===== src/rtl/pipe_stage_reg.sv =====
// Pipeline stage register with valid/ready handshake, flush-to-bubble and an optional
// two-entry skid buffer. Control bits read as zero whenever the stage holds a bubble.
module pipe_stage_reg #(
    parameter int DATA_W = 96,
    parameter int CTRL_W = 16,
    parameter int SKID   = 1
) (
    input  logic              CLK,
    input  logic              RST,
    input  logic              FLUSH,
    input  logic              IN_VALID,
    output logic              IN_READY,
    input  logic [DATA_W-1:0] IN_DATA,
    input  logic [CTRL_W-1:0] IN_CTRL,
    output logic              OUT_VALID,
    input  logic              OUT_READY,
    output logic [DATA_W-1:0] OUT_DATA,
    output logic [CTRL_W-1:0] OUT_CTRL,
    output logic [1:0]        COUNT
);

    logic              main_valid;
    logic [DATA_W-1:0] main_data;
    logic [CTRL_W-1:0] main_ctrl;

    assign OUT_VALID = main_valid;
    assign OUT_DATA  = main_data;
    assign OUT_CTRL  = main_ctrl;

    generate
        if (SKID == 0) begin : g_reg
            assign IN_READY = ~main_valid | OUT_READY;
            assign COUNT    = {1'b0, main_valid};

            always_ff @(posedge CLK) begin
                if (RST) begin
                    main_valid <= 1'b0;
                    main_data  <= '0;
                    main_ctrl  <= '0;
                end else if (FLUSH) begin
                    main_valid <= 1'b0;
                    main_ctrl  <= '0;
                end else if (IN_READY) begin
                    main_valid <= IN_VALID;
                    main_data  <= IN_DATA;
                    main_ctrl  <= IN_VALID ? IN_CTRL : '0;
                end
            end
        end else begin : g_skid
            typedef enum logic [1:0] {
                EMPTY = 2'd0,
                ONE   = 2'd1,
                FULL  = 2'd2
            } state_t;

            state_t            state;
            logic              in_ready_r;
            logic [DATA_W-1:0] skid_data;
            logic [CTRL_W-1:0] skid_ctrl;
            logic              in_fire;
            logic              out_fire;

            assign in_fire  = IN_VALID & in_ready_r;
            assign out_fire = main_valid & OUT_READY;
            assign IN_READY = in_ready_r;
            assign COUNT    = state;

            // IN_READY is a pure register so no path exists from OUT_READY back upstream;
            // the skid entry absorbs the one beat accepted while that register catches up.
            always_ff @(posedge CLK) begin
                if (RST) begin
                    state      <= EMPTY;
                    in_ready_r <= 1'b1;
                    main_valid <= 1'b0;
                    main_data  <= '0;
                    main_ctrl  <= '0;
                    skid_data  <= '0;
                    skid_ctrl  <= '0;
                end else if (FLUSH) begin
                    state      <= EMPTY;
                    in_ready_r <= 1'b1;
                    main_valid <= 1'b0;
                    main_ctrl  <= '0;
                    skid_ctrl  <= '0;
                end else begin
                    case (state)
                        EMPTY: begin
                            if (in_fire) begin
                                main_valid <= 1'b1;
                                main_data  <= IN_DATA;
                                main_ctrl  <= IN_CTRL;
                                state      <= ONE;
                            end
                        end
                        ONE: begin
                            if (in_fire && out_fire) begin
                                main_data <= IN_DATA;
                                main_ctrl <= IN_CTRL;
                            end else if (in_fire) begin
                                skid_data  <= IN_DATA;
                                skid_ctrl  <= IN_CTRL;
                                state      <= FULL;
                                in_ready_r <= 1'b0;
                            end else if (out_fire) begin
                                main_valid <= 1'b0;
                                main_ctrl  <= '0;
                                state      <= EMPTY;
                            end
                        end
                        FULL: begin
                            if (out_fire) begin
                                main_data  <= skid_data;
                                main_ctrl  <= skid_ctrl;
                                skid_ctrl  <= '0;
                                state      <= ONE;
                                in_ready_r <= 1'b1;
                            end
                        end
                        default: begin
                            state      <= EMPTY;
                            in_ready_r <= 1'b1;
                            main_valid <= 1'b0;
                            main_ctrl  <= '0;
                        end
                    endcase
                end
            end
        end
    endgenerate

endmodule


===== config.mk =====
export PLATFORM = sky130hd
export DESIGN_NAME = pipe_stage_reg
export DESIGN_NICKNAME = d
export VERILOG_FILES = /design/src/rtl/pipe_stage_reg.sv
export SDC_FILE = /design/constraint.sdc
export NUM_CORES = 1
export LEC_CHECK = 0
export BUFFER_PORTS_ARGS = -buffer_cell sky130_fd_sc_hd__buf_2
export CORE_MARGIN = 2
export CORE_UTILIZATION = 54
export CTS_CLUSTER_DIAMETER = 150
export DETAILED_ROUTE_END_ITERATION = 12
export GPL_ROUTABILITY_DRIVEN = 0
export GPL_TIMING_DRIVEN = 0
export PLACE_DENSITY = 0.91
export SLEW_MARGIN = 5
export SYNTH_ARGS = -nofsm -noshare
export SYNTH_HDL_FRONTEND = slang
export SYNTH_SLANG_ARGS = --single-unit

===== constraint.sdc =====
create_clock -name CLK -period 2 [get_ports CLK]
set_input_delay 0.4 -clock CLK [delete_from_list [all_inputs] [get_ports CLK]]
set_output_delay 0.4 -clock CLK [all_outputs]
set_load 0.01 [all_outputs]

==> impl_metrics.ini <==
[worst_setup_path]
critPathCaptureType = register
reg2reg_slack_ns = 0.06
crit_path_start_kind = register
r2r-end = g_skid.skid_data[83]
cp_data_required_time_ns = 2.44
crit_type = register to register
crit_arrival_ns = 2.38
rr_worst_depth = 7
r2r_start = COUNT[0]
cp_max_fo = 10

[pwr]
p_leak_nw = 5.37
ir_drop_mv = 0.837
p_sw_mw = 2.78
p_int_mw = 8.29
seq_power_share_pct = 44.1
power_density_nw_per_um2 = 911
clockPowerShare_pct = 43.0
p_sw_share_pct = 25.1
pwr-share-comb_pct = 13.0

[logic_synthesis]
ys_seq_area_share_pct = 46.9
syn_inst = 1094
yosysWarnings = 0
ys_types = 35
synthArstFlopShare_pct = 0
syn_area_um2 = 9740
synth_seq_cells = 228
synth_nets = 1211
synth-edff-count = 0
synth_flop_cell = dfxtp_1
syn_area_per_cell_um2 = 8.90

[routing]
dr.pass1.iters = 7
routed_wl_um = 28000
via_per_inst = 5.80
vias = 9290
drt_iter0_drc = 603
drc = 0
ant_nets = 0
routedWlPerCell_um = 17.4

[die]
die_h_um = 138
die-area_um2 = 19100
die_w_um = 138
boundaryPins = 233
num_rows = 49
initial_core_util_pct = 54.6
core-area_um2 = 17800

[clocking]
cts_root_buffer = clkbuf_16
cts_tree = yes
insertion_delay_ns = 0.51
path_clk_slew_ns = 0.06
clock-sinks = 228
clk_path_buf_depth = 3
htree_num_levels = 1
cts_buffers = 24

[timing]
period_minus_slack_ns = 1.94
max_freq_ghz = 0.515
final_hold_viol_count = 0
slew_viol_final = 0
rsz0062_at_grt = yes
setup_viol = 0
slew_headroom_pct = 41.3
finalWorstSetupSlack_ns = 0.0580
tightest_slew_ns = 0.881
fin_crit_sh_pct = 97.1
fin_skew_ns = 0.00830

[outcome]
status = finished, final reports clean

[global_route]
antenna_found_initial = 8
grtUsageTotal_pct = 27.7
grt_first_pass_wirelength_um = 44200
grt_max_degree = 15
grt_pass1_vias = 8924
grt-ovfl-total = 0

[final_layout]
fin_nets = 1472
finalNonFillerCells = 1603
fillCellCount = 1374
drive_above_1_share_pct = 28.2
syn_to_final_growth_pct = 24.7
final_cell_area_um2 = 12200

[worst_hold_path]
min_path_cells = 3
worstHoldStart = IN_DATA[64]
hold_end = g_skid.skid_data[64]
hp-class = input port to register

[placement]
place_ws_ns = -0.263
portBuffers = 231
dpl_cell_area_um2 = 11200
dp.cells = 1554
hpwl_um = 19500

[flow_run]
drv_cap = 0
layout make-up:
class | count | area, µm² | area share [%]
Antenna cell | 4 | 10.0 | 0.0824
Timing Repair Buffer | 236 | 1190 | 9.82
Multi-Input combinational cell | 757 | 4670 | 38.4
Sequential cell | 228 | 4570 | 37.6
Buffer | 108 | 576 | 4.74
Clock buffer | 33 | 706 | 5.81
Clock inverter | 8 | 144 | 1.18
Tap cell | 229 | 287 | 2.36
cell families after synthesis:
kind of cell / count (synthesis) / share of synthesized area, %
AO/OA/AOI/OAI: 365 / 24.4
AND/OR/NAND/NOR: 279 / 11.7
flip-flops: 228 / 46.9
multiplexers: 113 / 11.6
buffers and inverters: 109 / 5.43
sequential cells by signal, summed over array words and instances, names as in the netlist:
signal,flops
COUNT,2
g_skid.skid_data,96
IN_READY,1
OUT_VALID,1
OUT_DATA,96
OUT_CTRL,16
g_skid.skid_ctrl,16
per-layer routing:
layer	global-route usage [%]	vias to the layer above	wire, µm	part of all wire [%]
li1	-	4425	-	-
met1	34.3	4358	11000	39
met2	46.6	404	13600	49
met3	5.92	97	2150	7.7
met4	12.2	6	1140	4.1
met5	0	-	41	0.15
power by group through the flow:
stage / logic (mW) / clock network [mW] / registers, mW
4_1_cts: 1.41 / 4.82 / 4.87
5_1_grt: 1.55 / 4.98 / 4.89
3_5_place_dp: 1.39 / 0 / 4.97
3_3_place_gp: 1.35 / 0 / 4.96
2_1_floorplan: 0.751 / 0 / 5.04
6_report: 1.43 / 4.76 / 4.88
worst max-delay path, cell delays in order (launching register included):
cell and delay, ns:
dfxtp_1 0.42, a21boi_4 0.31, and4b_1 0.21, buf_2 0.23, buf_4 0.24, buf_2 0.24
nand2_1 0.09, a21oi_1 0.13
synthesized netlist by cell type, types with 2 or more instances:
cell	number	area, µm²
nand2b_1	3	18.8
mux2i_1	113	1130
buf_1	2	7.51
nand4b_1	2	17.5
and2_1	2	12.5
buf_4	8	60.1
clkbuf_1	52	195
nor2_1	4	15.0
nand4_1	16	100
o21ai_0	18	90.1
buf_6	5	56.3
buf_2	42	210
a211oi_2	40	500
a21oi_1	227	1140
nor3_1	2	10.0
a211oi_1	57	428
nand2_1	243	912
dfxtp_1	228	4560
o32ai_1	14	123
stage by stage:
stage	hold slack (ns)	utilization (%)	TNS, ns	power, mW
floorplan	0.432	-	0	5.79
global placement	0.438	62.7	-20.71	6.31
detailed placement	0.444	62.7	-23.18	6.36
CTS	0.119	67.7	0	11.1
global route	0.129	68.1	-0.152	11.4
finish	0.139	68.1	0	11.1
cell usage in the layout (no fill, tap or decap), drive strengths merged:
cell type,instances
o22ai,1
dfxtp,228
buf,286
nand4b,2
a211oi,97
nor2b,2
nor3,2
clkinv,4
o21a,1
and2,2
nor2,4
o21ai,18
o22a,1
o31ai,1
bufinv,4
o21bai,1
o32ai,14
nand2,243
nand3,1
nand2b,3
nand3b,1
and3b,1
diode,4
a21oi,228
and4b,1
or2,1
a21boi,2
o21ba,1
nand4,16
mux2i,113
clkbuf,91
worst max path at each step:
stage | start | endpoint | slack, ns | cells after the start
CTS | COUNT[0] | OUT_DATA[13] | 0.04 | 6
global route | COUNT[0] | g_skid.skid_data[82] | -0.03 | 7
floorplan | IN_VALID | OUT_DATA[0] | 0.31 | 8
detailed placement | OUT_READY | g_skid.skid_data[91] | -0.26 | 7
global placement | OUT_READY | g_skid.skid_data[68] | -0.25 | 7
finish | COUNT[0] | g_skid.skid_data[83] | 0.06 | 7
what timing repair did:
item / CTS / global route
pin swaps: 2 / 1
endpoints found under the setup margin: 135 / 113
buffers inserted: 3 / 2
hold buffers: 0 / 0
gates resized for setup: 7 / 24
Note: power is estimated with default switching activity, not from simulation.
